## src/rtl/quiz_buzzer_ctrl.sv

```systemverilog
// ============================================================================
// Module   : quiz_buzzer_ctrl
// Brief    : Quiz-show buzzer arbiter with countdown bar, false-start lockout
//            and saturating per-player scores.
// Revision : 1.0
// ============================================================================
`default_nettype none

module quiz_buzzer_ctrl #(
    parameter int N_PLAYERS = 4,
    parameter int SCORE_W   = 5,
    parameter int TICK_DIV  = 50_000_000,
    parameter int COUNTDOWN = 8
) (
    input  logic                           sys_clk,
    input  logic                           rst,
    input  logic [N_PLAYERS-1:0]           player_btn_n,
    input  logic                           start_btn_n,
    input  logic                           reset_btn_n,
    input  logic                           add_btn_n,
    input  logic                           sub_btn_n,
    input  logic                           clear_btn_n,
    output logic [1:0]                     state,
    output logic [$clog2(N_PLAYERS)-1:0]   winner,
    output logic                           winner_valid,
    output logic [3:0]                     countdown,
    output logic [COUNTDOWN-1:0]           leds,
    output logic [N_PLAYERS*SCORE_W-1:0]   scores,
    output logic [N_PLAYERS-1:0]           lockout
);

    localparam int                  c_WIN_W      = $clog2(N_PLAYERS);
    localparam int                  c_TICK_W     = (TICK_DIV > 1) ? $clog2(TICK_DIV) : 1;
    localparam int                  c_BTN_W      = N_PLAYERS + 5;
    localparam logic [c_TICK_W-1:0] c_TICK_LAST  = c_TICK_W'(TICK_DIV - 1);
    localparam logic [SCORE_W-1:0]  c_SCORE_MAX  = '1;
    localparam logic [3:0]          c_COUNT_INIT = 4'(COUNTDOWN);

    typedef enum logic [1:0] {
        S_IDLE    = 2'd0,
        S_ARMED   = 2'd1,
        S_ANSWER  = 2'd2,
        S_TIMEOUT = 2'd3
    } state_t;

    // Button front end: 2-flop synchroniser, then a registered falling-edge pulse
    logic [c_BTN_W-1:0] w_btn_raw;
    logic [c_BTN_W-1:0] r_sync1;
    logic [c_BTN_W-1:0] r_sync2;
    logic [c_BTN_W-1:0] r_prev;
    logic [c_BTN_W-1:0] r_evt;

    assign w_btn_raw = {clear_btn_n, sub_btn_n, add_btn_n, reset_btn_n, start_btn_n, player_btn_n};

    always_ff @(posedge sys_clk or posedge rst) begin
        if (rst) begin
            r_sync1 <= '1;
            r_sync2 <= '1;
            r_prev  <= '1;
            r_evt   <= '0;
        end else begin
            r_sync1 <= w_btn_raw;
            r_sync2 <= r_sync1;
            r_prev  <= r_sync2;
            r_evt   <= r_prev & ~r_sync2;
        end
    end

    logic [N_PLAYERS-1:0] w_evt_player;
    logic                 w_evt_start;
    logic                 w_evt_reset;
    logic                 w_evt_add;
    logic                 w_evt_sub;
    logic                 w_evt_clear;

    assign w_evt_player = r_evt[N_PLAYERS-1:0];
    assign w_evt_start  = r_evt[N_PLAYERS];
    assign w_evt_reset  = r_evt[N_PLAYERS+1];
    assign w_evt_add    = r_evt[N_PLAYERS+2];
    assign w_evt_sub    = r_evt[N_PLAYERS+3];
    assign w_evt_clear  = r_evt[N_PLAYERS+4];

    state_t                       r_state,     w_state_nxt;
    logic [c_WIN_W-1:0]           r_winner,    w_winner_nxt;
    logic [3:0]                   r_countdown, w_countdown_nxt;
    logic [c_TICK_W-1:0]          r_tick,      w_tick_nxt;
    logic [N_PLAYERS*SCORE_W-1:0] r_scores,    w_scores_nxt;
    logic [N_PLAYERS-1:0]         r_lockout,   w_lockout_nxt;

    logic [N_PLAYERS-1:0] w_valid;
    logic [c_WIN_W-1:0]   w_first;
    logic [SCORE_W-1:0]   w_cur_score;

    assign w_valid     = w_evt_player & ~r_lockout;
    assign w_cur_score = r_scores[int'(r_winner)*SCORE_W +: SCORE_W];

    // Lowest unlocked index wins a simultaneous press
    always_comb begin
        w_first = '0;
        for (int k = N_PLAYERS - 1; k >= 0; k--) begin
            if (w_valid[k]) begin
                w_first = c_WIN_W'(k);
            end
        end
    end

    always_ff @(posedge sys_clk or posedge rst) begin
        if (rst) begin
            r_state     <= S_IDLE;
            r_winner    <= '0;
            r_countdown <= '0;
            r_tick      <= '0;
            r_scores    <= '0;
            r_lockout   <= '0;
        end else begin
            r_state     <= w_state_nxt;
            r_winner    <= w_winner_nxt;
            r_countdown <= w_countdown_nxt;
            r_tick      <= w_tick_nxt;
            r_scores    <= w_scores_nxt;
            r_lockout   <= w_lockout_nxt;
        end
    end

    always_comb begin
        w_state_nxt     = r_state;
        w_winner_nxt    = r_winner;
        w_countdown_nxt = r_countdown;
        w_tick_nxt      = r_tick;
        w_scores_nxt    = r_scores;
        w_lockout_nxt   = r_lockout;
        case (r_state)
            S_IDLE: begin
                w_lockout_nxt = r_lockout | w_evt_player;
                if (w_evt_clear) begin
                    w_scores_nxt  = '0;
                    w_lockout_nxt = '0;
                end
                if (w_evt_start) begin
                    w_state_nxt     = S_ARMED;
                    w_countdown_nxt = c_COUNT_INIT;
                    w_tick_nxt      = '0;
                end
            end
            S_ARMED: begin
                // A valid buzz beats a simultaneous final tick
                if (|w_valid) begin
                    w_state_nxt  = S_ANSWER;
                    w_winner_nxt = w_first;
                end else if (r_tick == c_TICK_LAST) begin
                    w_tick_nxt      = '0;
                    w_countdown_nxt = r_countdown - 4'd1;
                    if (r_countdown == 4'd1) begin
                        w_state_nxt = S_TIMEOUT;
                    end
                end else begin
                    w_tick_nxt = r_tick + c_TICK_W'(1);
                end
            end
            S_ANSWER: begin
                if (w_evt_add ^ w_evt_sub) begin
                    w_state_nxt   = S_IDLE;
                    w_lockout_nxt = '0;
                    if (w_evt_add && (w_cur_score != c_SCORE_MAX)) begin
                        w_scores_nxt[int'(r_winner)*SCORE_W +: SCORE_W] = w_cur_score + SCORE_W'(1);
                    end else if (w_evt_sub && (w_cur_score != '0)) begin
                        w_scores_nxt[int'(r_winner)*SCORE_W +: SCORE_W] = w_cur_score - SCORE_W'(1);
                    end
                end
            end
            S_TIMEOUT: begin
                if (w_evt_reset || w_evt_start) begin
                    w_state_nxt   = S_IDLE;
                    w_lockout_nxt = '0;
                end
            end
            default: begin
                w_state_nxt = S_IDLE;
            end
        endcase
    end

    assign state        = r_state;
    assign winner       = r_winner;
    assign winner_valid = (r_state == S_ANSWER);
    assign countdown    = r_countdown;
    assign scores       = r_scores;
    assign lockout      = r_lockout;

    generate
        for (genvar i = 0; i < COUNTDOWN; i++) begin : g_leds
            assign leds[i] = (r_countdown > 4'(i));
        end
    endgenerate

endmodule

`default_nettype wire

```

## config.mk

```make
export PLATFORM = sky130hd
export DESIGN_NAME = quiz_buzzer_ctrl
export DESIGN_NICKNAME = d
export VERILOG_FILES = /design/src/rtl/quiz_buzzer_ctrl.sv
export SDC_FILE = /design/constraint.sdc
export NUM_CORES = 1
export LEC_CHECK = 0
export CAP_MARGIN = 5
export CORE_UTILIZATION = 50
export DETAILED_ROUTE_END_ITERATION = 6
export GPL_TIMING_DRIVEN = 0
export PLACE_DENSITY_LB_ADDON = 0.3
export SETUP_SLACK_MARGIN = 0.02
export SKIP_CTS_REPAIR_TIMING = 1
export SYNTH_ARGS = -nofsm -noshare
export SYNTH_HDL_FRONTEND = slang
export SYNTH_SLANG_ARGS = --single-unit
```

## constraint.sdc

```tcl
create_clock -name sys_clk -period 3.6 [get_ports sys_clk]
set_input_delay 0.72 -clock sys_clk [delete_from_list [all_inputs] [get_ports sys_clk]]
set_output_delay 0.72 -clock sys_clk [all_outputs]
set_load 0.1 [all_outputs]
```

# After elaboration in Yosys (flattened, before gate mapping)
# Cells that the tools add are included.
[totals]
register_bits = 94
inputBits = 11
wordCells = 94
[classes]
add_sub_neg = 5
multipliers = 1
n_lt_le_gt_ge = 8
n_eq_ne = 15
n_shift = 4
n_mux = 30
bitwise = 6
reduce_logical = 15
[ops]
columns = ["cell", "count"]
rows = [
  ["20-bit two-way mux", 4],
  ["26-bit two-way mux", 3],
  ["5-bit by 33-bit variable part select with 20-bit output", 2],
  ["26-bit one-hot mux with 2 select lines", 1],
  ["20-bit bitwise mux", 2],
  ["20-bit one-hot mux with 2 select lines", 1],
  ["5-bit negator with 33-bit output", 1],
  ["5-bit by 33-bit variable shift with 20-bit output (first input constant)", 1],
  ["20-bit by 32-bit variable part select with 5-bit output", 1],
  ["26-bit by 1-bit adder with 26-bit output (second input constant)", 1],
  ["26-bit == test (second input constant)", 1],
  ["4-bit two-way mux", 6],
  ["2-bit two-way mux", 10],
  ["4-bit by 3-bit > comparator with 1-bit output (second input constant)", 4],
  ["4-bit one-hot mux with 3 select lines", 1],
  ["2-bit inequality test (second input constant)", 5],
  ["9-bit bitwise AND", 1],
  ["9-bit inverter", 1],
  ["4-bit by 1-bit > comparator with 1-bit output (second input constant)", 2],
  ["4-bit by 2-bit > comparator with 1-bit output (second input constant)", 2],
  ["2-bit one-hot mux with 4 select lines", 1],
  ["4-bit one-hot mux with 2 select lines", 1],
  ["4-bit AND reduction", 2],
  ["3-bit inequality test (second input constant)", 2],
  ["24 further kinds", 28],
]

# Longest topological paths before layout
# Gate-level depths: netlist of run 1.
[depth]
word_depth = 9
depth_mapped = 13
depth_no_buf = 11

# Worst setup path before layout of run 1
# OpenSTA, ideal clock, no wires.
[synth_path]
kind = "reg-to-output"
startpoint = "register r_countdown[0], in the netlist countdown[0]"
endpoint = "output leds[1]"
arrival_ns = 3.603
path_slack_ns = -0.723
stages_incl_launch_ff = 4
n_path_buf = 0
path_cell_list = "dfrtp_1 -> inv_1 -> ha_1 -> o21ai_0"
[synth_between]
elab_chain_len = 1
[synth_lines]
columns = ["element", "line", "source"]
rows = [
  ["from (decl)", "85", "logic [3:0] r_countdown, w_countdown_nxt;"],
  ["from (signal assigned)", "118", "r_countdown <= w_countdown_nxt;"],
  ["4-bit by 1-bit > comparator with 1-bit output", "192", "assign leds[i] = (r_countdown > 4'(i));"],
  ["to (decl)", "27", "output logic [COUNTDOWN-1:0] leds,"],
]
# No other way between the ends.

# Worst setup path after layout of run 1
[layout_path]
startpoint = "register r_winner[0], in the netlist winner[0]"
endpoint = "register r_scores[5], in the netlist scores[5]"
[layout_between]
elab_chain_len = 9
elab_cells_between_ends = 20
classes_between = "3 x add/sub; 1 x mul; 2 x eq/ne; 4 x shift; 6 x mux; 4 x reduce/logical"
[layout_lines]
columns = ["element", "line", "source"]
rows = [
  ["from (decl)", "84", "logic [c_WIN_W-1:0] r_winner, w_winner_nxt;"],
  ["from (signal assigned)", "117", "r_winner <= w_winner_nxt;"],
  ["2-bit by 3-bit multiplier with 5-bit output (*)", "95, 165, 167", ""],
  ["20-bit by 32-bit variable part select with 5-bit output", "95", "assign w_cur_score = r_scores[int'(r_winner)*SCORE_W +: SCORE_W];"],
  ["5-bit by 1-bit subtractor with 5-bit output", "167", "w_scores_nxt[int'(r_winner)*SCORE_W +: SCORE_W] = w_cur_score - SCORE_W'(1);"],
  ["5-bit by 33-bit variable part select with 20-bit output", "167", ""],
  ["20-bit bitwise mux", "167", ""],
  ["20-bit two-way mux", "166", "end else if (w_evt_sub && (w_cur_score != '0)) begin"],
  ["20-bit two-way mux", "164", "if (w_evt_add && (w_cur_score != c_SCORE_MAX)) begin"],
  ["20-bit two-way mux", "161", "if (w_evt_add ^ w_evt_sub) begin"],
  ["20-bit one-hot mux with 2 select lines", "132", "case (r_state)"],
  ["to (signal assigned)", "120", "r_scores <= w_scores_nxt;"],
  ["to (decl)", "87", "logic [N_PLAYERS*SCORE_W-1:0] r_scores, w_scores_nxt;"],
]
# Mark *: on every way between the ends. The rest lies on a longest branch, timed or not. The select of a mux whose other input is x is not followed.
# A chain may end at the register's enable or synchronous reset.

==> results_dict.tcl, run 1 <==
set metrics [dict create \
    crit_chain "buf_6 > mux4_2 > ha_1 > and3_1 > ha_1 > or3b_1 > a311oi_2 > nand2_2 > or4_4 > o21ai_0" \
    grt_max_degree 74 \
    io_pins 52 \
    place_hpwl_mm 6.42 \
    yosysSeqAreaShare 0.547 \
    synthXorXnorAreaFrac 0.0580 \
    grt_pass1_wl_mm 14.7 \
    syn_inst 409 \
    pre_cts_slack_ns -0.0728 \
    vias 3266 \
    synth_flop_cell "dfrtp_1" \
    maxSlewViolCount 0 \
    vdd_drop_max_mv 0.481 \
    finalCritPeriodShare 0.957 \
    cts.path.max_buffers 2 \
    synthArstFlopShare 1.00 \
    grtUsageTotal 0.214 \
    synth_compound_area_frac 0.0869 \
    endpoint_kind "flop" \
    cts_buffers 9 \
    finalHoldViolations 0 \
    synth_top_family_by_area "simple AND/OR/NAND/NOR gates" \
    nNetsFinal 499 \
    antenna_found_initial 0 \
    clock_latency_ns 0.37 \
    cts_tree "built" \
    grt_overflow_total 0 \
    viasPerCell 5.57 \
    clock-sinks 94 \
    ys_types 54 \
    port_buffers 51 \
    synth_edf_count 0 \
    synth_seq_cells 94 \
    syn-cell-area_sq_um 4360 \
    cp_max_fo 10 \
    cts.reportedPaths.clkPinSlew_ns 0.10 \
    worstMarginPinSlew_ns 0.980 \
    drive_gt1_frac 0.175 \
    maxCapViolCount 0 \
    critPathKind "flop to flop" \
    stdcell_count 586 \
    hp-class "flop to flop" \
    initial_core_util 0.523 \
    synth_simple_gate_area_share 0.206 \
    cpMaxStageDelayCell "mux4_2" \
    drt_iter0_markers 179 \
    muxShareOfSynthArea 0.0399 \
    relSlewSlack 0.345 \
    period_minus_slack_ns 3.44 \
    post-route-util 0.636 \
    register_area_sq_um 2390 \
    start_kind "flop" \
    core-area_sq_um 8340 \
    setup_slack_ns 0.156 \
    max_freq_ghz 0.290 \
    syn-num-nets 432 \
    yosys_warnings 0 \
    antenna_cells 0 \
    skew_ns 0.0184 \
    cts_root_buf "clkbuf_8" \
    arrival_ns 3.73 \
    syn_to_final_growth_pct 21.7 \
    worstPathRequired_ns 3.88 \
    die_h_microns 95.4 \
    htree_levels 3 \
    setup_viol 0 \
    p_per_area_nw_per_um2 702 \
    nFillCells 675 \
    num_rows 33 \
    yosys.area_share.adder 0.0344 \
    multiInputGateArea_sq_um 1890 \
    gp_congestion 0.889 \
    leakagePower_nw 2.20 \
    grt_pass1_vias 3018 \
    dp_cells 566 \
    ant_nets 0 \
    post_drt_wl_per_cell_microns 15.4 \
    syn_avg_cell_area_sq_um 10.7 \
    dieArea_sq_um 9100 \
    status "finished clean" \
    cp_common_cell "ha_1" \
    critPathMaxStageDelay_ns 0.56 \
    wl_mm 9.05 \
    drtPass1Iterations 5 \
    drc 0 \
    die_x_microns 95.4 \
]
==> registers in the layout, summed over array words and instances, names as in the netlist <==
signal     cells
state          2
winner         2
r_tick        26
lockout        4
r_sync2        9
scores        20
r_sync1        9
countdown      4
r_prev         9
r_evt          9
==> metal layers <==
| layer | track usage | up-vias | share of wire |
|---|---|---|---|
| met2 | 0.312 | 99 | 0.45 |
| met3 | 0.0359 | 10 | 0.061 |
| met1 | 0.319 | 1601 | 0.48 |
| met5 | 0 | - | 0 |
| met4 | 0.0821 | 0 | 0.015 |
| li1 | - | 1556 | - |
==> Yosys cell counts, drive strengths merged, types with 4 or more instances <==
library cell / number / area, sq um
dfrtp: 67 / 1680
nor2: 45 / 169
nand2: 42 / 160
dfstp: 27 / 709
o21ai: 24 / 120
xnor2: 23 / 201
inv: 16 / 60.1
nor2b: 15 / 93.8
ha: 12 / 150
nor3: 12 / 60.1
a21oi: 11 / 55.1
nand3: 11 / 55.1
clkbuf: 9 / 33.8
nand2b: 9 / 56.3
and3: 7 / 43.8
nand4: 6 / 37.5
nor4: 6 / 37.5
mux2: 5 / 56.3
o31ai: 5 / 42.5
xor2: 5 / 51.3
and4: 4 / 35.0
buf: 4 / 26.3
mux4: 4 / 97.6
or4: 4 / 33.8
==> cells by family (layout without fill, tap and decap cells) <==
| kind of cell | count (synthesis) | after routing |
|---|---|---|
| buf+inv | 29 | 101 |
| mux | 11 | 11 |
| simple gates | 176 | 176 |
| compound gates | 59 | 59 |
| xor+xnor | 28 | 28 |
| flops | 94 | 94 |
| fa+ha+maj | 12 | 12 |
==> area by class of cell <==
cell class / instances / share of cell area
Sequential cell: 94 / 0.451
Multi-Input combinational cell: 286 / 0.357
Timing Repair Buffer: 56 / 0.107
Clock buffer: 10 / 0.0281
Tap cell: 105 / 0.0248
Inverter: 16 / 0.0118
Buffer: 13 / 0.0116
Clock inverter: 6 / 0.00920
==> through the flow <==
step	hold slack [ns]	area [sq um]	total power, mW	setup TNS, ns
floorplan	0.345	4370	2.56	0
global placement	0.345	5010	2.95	-57.49
detailed placement	0.347	5040	2.98	-0.713
CTS	0.359	5240	3.67	-0.693
global route	0.358	5310	3.93	-0.0410
finish	0.359	5310	3.72	0
==> layout by cell type, fill, tap and decap left out, types with 12 or more instances in the layout <==
cell type / synthesis / routed
dfrtp_1: 67 / 61
clkdlybuf4s50_1: 0 / 51
nor2_1: 45 / 44
nand2_1: 41 / 40
dfstp_2: 27 / 27
xnor2_1: 23 / 23
o21ai_0: 21 / 17
nor2b_1: 15 / 15
inv_1: 15 / 14
nor3_1: 12 / 12
ha_1: 12 / 12
==> report_power, final <==
group / switching [mW] / internal [mW]
Combinational: 1.26 / 0.492
Sequential: 0.105 / 1.18
Clock: 0.389 / 0.303
==> worst max-delay path: cells and delay by family, from the launching register on <==
family                     cells  cell delay (ns)
AOI/OAI and AO/OA              2             0.54
adders and majority gates      2             0.43
buffers and inverters          1             0.17
DFF                            1             0.45
muxes                          1             0.56
and+or+nand+nor                4             1.22
==> path summary, 6_finish.rpt <==
kind	endpoint	cells after the start	from	slack (ns)
setup reg to reg	scores[5]	10	winner[0]	0.16
hold / removal	r_sync2[4]	0	r_sync1[4]	0.36
min in group asynchronous	scores[17]	2	rst	0.65
max in group asynchronous	r_sync1[5]	3	rst	2.28
setup / recovery	scores[5]	10	winner[0]	0.16
hold reg to reg	r_sync2[4]	0	r_sync1[4]	0.36
Note: power is estimated with default switching activity, not from simulation.
==> run 2: changes to the inputs <==
CELL_PAD_IN_SITES_DETAIL_PLACEMENT = 0   (was not set)
CELL_PAD_IN_SITES_GLOBAL_PLACEMENT = 1   (was not set)
CORE_UTILIZATION = 44   (was 50)
==> run 2 against run 1 <==
Hold slack got worse by 0.014 ns. First-iteration DRC count is 1.1% higher. Global-route usage decreased by 1.7 points. Clock-buffer cell count stayed put. Cell count is 4.3% higher. Maximum frequency down 1.8%. Clock skew down 0.0062 ns. Via count shrank 0.95%. Sequential power hardly changed. Die area is 13% higher.
==> results_dict.tcl, run 2 (same netlist as run 1, synthesis figures left out) <==
set metrics [dict create \
    dieArea_sq_um 10300 \
    arrival_ns 3.79 \
    port_buffers 51 \
    gp_congestion 0.902 \
    htree_levels 3 \
    grt_pass1_wl_mm 15.3 \
    syn_to_final_growth_pct 22.2 \
    final_common_cell "dfrtp_1" \
    crit_chain "buf_6 > mux4_2 > ha_1 > and3_1 > ha_1 > or3b_1 > a311oi_2 > nand2_2 > or4_4 > o21ai_0" \
    maxCapViolCount 0 \
    die_h_microns 102 \
    io_pins 52 \
    leakagePower_nw 2.19 \
    cts_tree "built" \
    drc 0 \
    dp_cells 590 \
    cts_buffers 9 \
    antenna_cells 0 \
    cts.path.max_buffers 2 \
    grtUsageTotal 0.197 \
    antenna_found_initial 0 \
    drt_iter0_markers 181 \
    skew_ns 0.0122 \
    wl_mm 9.37 \
    maxSlewViolCount 0 \
    num_rows 35 \
    period_minus_slack_ns 3.51 \
    ant_nets 0 \
    cpMaxStageDelayCell "mux4_2" \
    clock-sinks 94 \
    post_drt_wl_per_cell_microns 15.3 \
    endpoint_kind "flop" \
    drtPass1Iterations 4 \
    vdd_drop_max_mv 0.503 \
    cp_max_fo 10 \
    viasPerCell 5.29 \
    place_hpwl_mm 6.62 \
    regMostFlops "r_tick" \
    placed_cell_area_sq_um 5070 \
    critPathMaxStageDelay_ns 0.56 \
    cp_common_cell "ha_1" \
    grt_pass1_vias 2959 \
    worstPathRequired_ns 3.88 \
    setup_viol 0 \
    clock_latency_ns 0.36 \
    cts.reportedPaths.clkPinSlew_ns 0.10 \
    max_freq_ghz 0.285 \
    p_per_area_nw_per_um2 696 \
    cts_root_buf "clkbuf_8" \
    vias 3235 \
    finalHoldViolations 0 \
    grt_max_degree 50 \
    worstMarginPinSlew_ns 0.981 \
    die_x_microns 102 \
    stdcell_count 611 \
    crit_family "simple AND/OR/NAND/NOR gates" \
    status "finished clean" \
    start_kind "flop" \
    critPathBufInv 1 \
    hp-class "flop to flop" \
    relSlewSlack 0.344 \
    finalCritPeriodShare 0.975 \
    grt_overflow_total 0 \
    core-area_sq_um 9420 \
    largest_reg_flops 26 \
    mostFrequentLayoutCells "dfrtp_1, clkdlybuf4s50_1, nor2_1, nand2_1, dfstp_2" \
    nNetsFinal 500 \
    initial_core_util 0.463 \
    drive_gt1_frac 0.174 \
    critPathKind "flop to flop" \
    fin_area_sq_um 5330 \
    finalSetupTns_ns 0 \
    rsz0062_at_grt "yes" \
]
-- run 2: area by class of cell --
cell class                      instances  area (sq um)
Timing Repair Buffer                   57           576
Inverter                               16          62.6
Clock inverter                          6          51.3
Clock buffer                           10           128
Buffer                                 13          61.3
Fill cell                             825          4090
Sequential cell                        94          2390
Tap cell                              129           161
Multi-Input combinational cell        286          1890
-- run 2: layer usage --
| layer | part of all wire | GRT usage |
|---|---|---|
| met5 | 0 | 0 |
| met4 | 0.013 | 0.0713 |
| met3 | 0.037 | 0.0400 |
| met2 | 0.45 | 0.285 |
| met1 | 0.50 | 0.293 |
-- run 2: final timing paths --
kind	slack (ns)	from	to	cells past startpoint
worst max register to register	0.09	winner[0]	scores[17]	10
worst max-delay path	0.09	winner[0]	scores[17]	10
worst min register to register	0.34	r_sync1[0]	r_sync2[0]	0
worst min-delay path	0.34	r_sync1[0]	r_sync2[0]	0
max in group asynchronous	2.12	rst	r_prev[7]	3
min in group asynchronous	0.77	rst	r_tick[13]	2
-- run 2: power by group --
| part | leakage, nW | internal (mW) | switching [mW] |
|---|---|---|---|
| combinational | 0.920 | 0.499 | 1.27 |
| clock | 0.0901 | 0.264 | 0.394 |
| sequential | 1.18 | 1.18 | 0.103 |
| total | 2.19 | 1.94 | 1.76 |
-- run 2: metrics by stage --
stage	power (mW)	worst slack (ns)	hold slack, ns	utilization
floorplan	2.56	0.0341	0.345	-
global placement	2.96	-1.24	0.345	0.536
detailed placement	2.98	-0.0349	0.347	0.539
CTS	3.66	-0.0826	0.347	0.558
global route	3.90	-0.0151	0.346	0.566
finish	3.71	0.0914	0.345	0.566
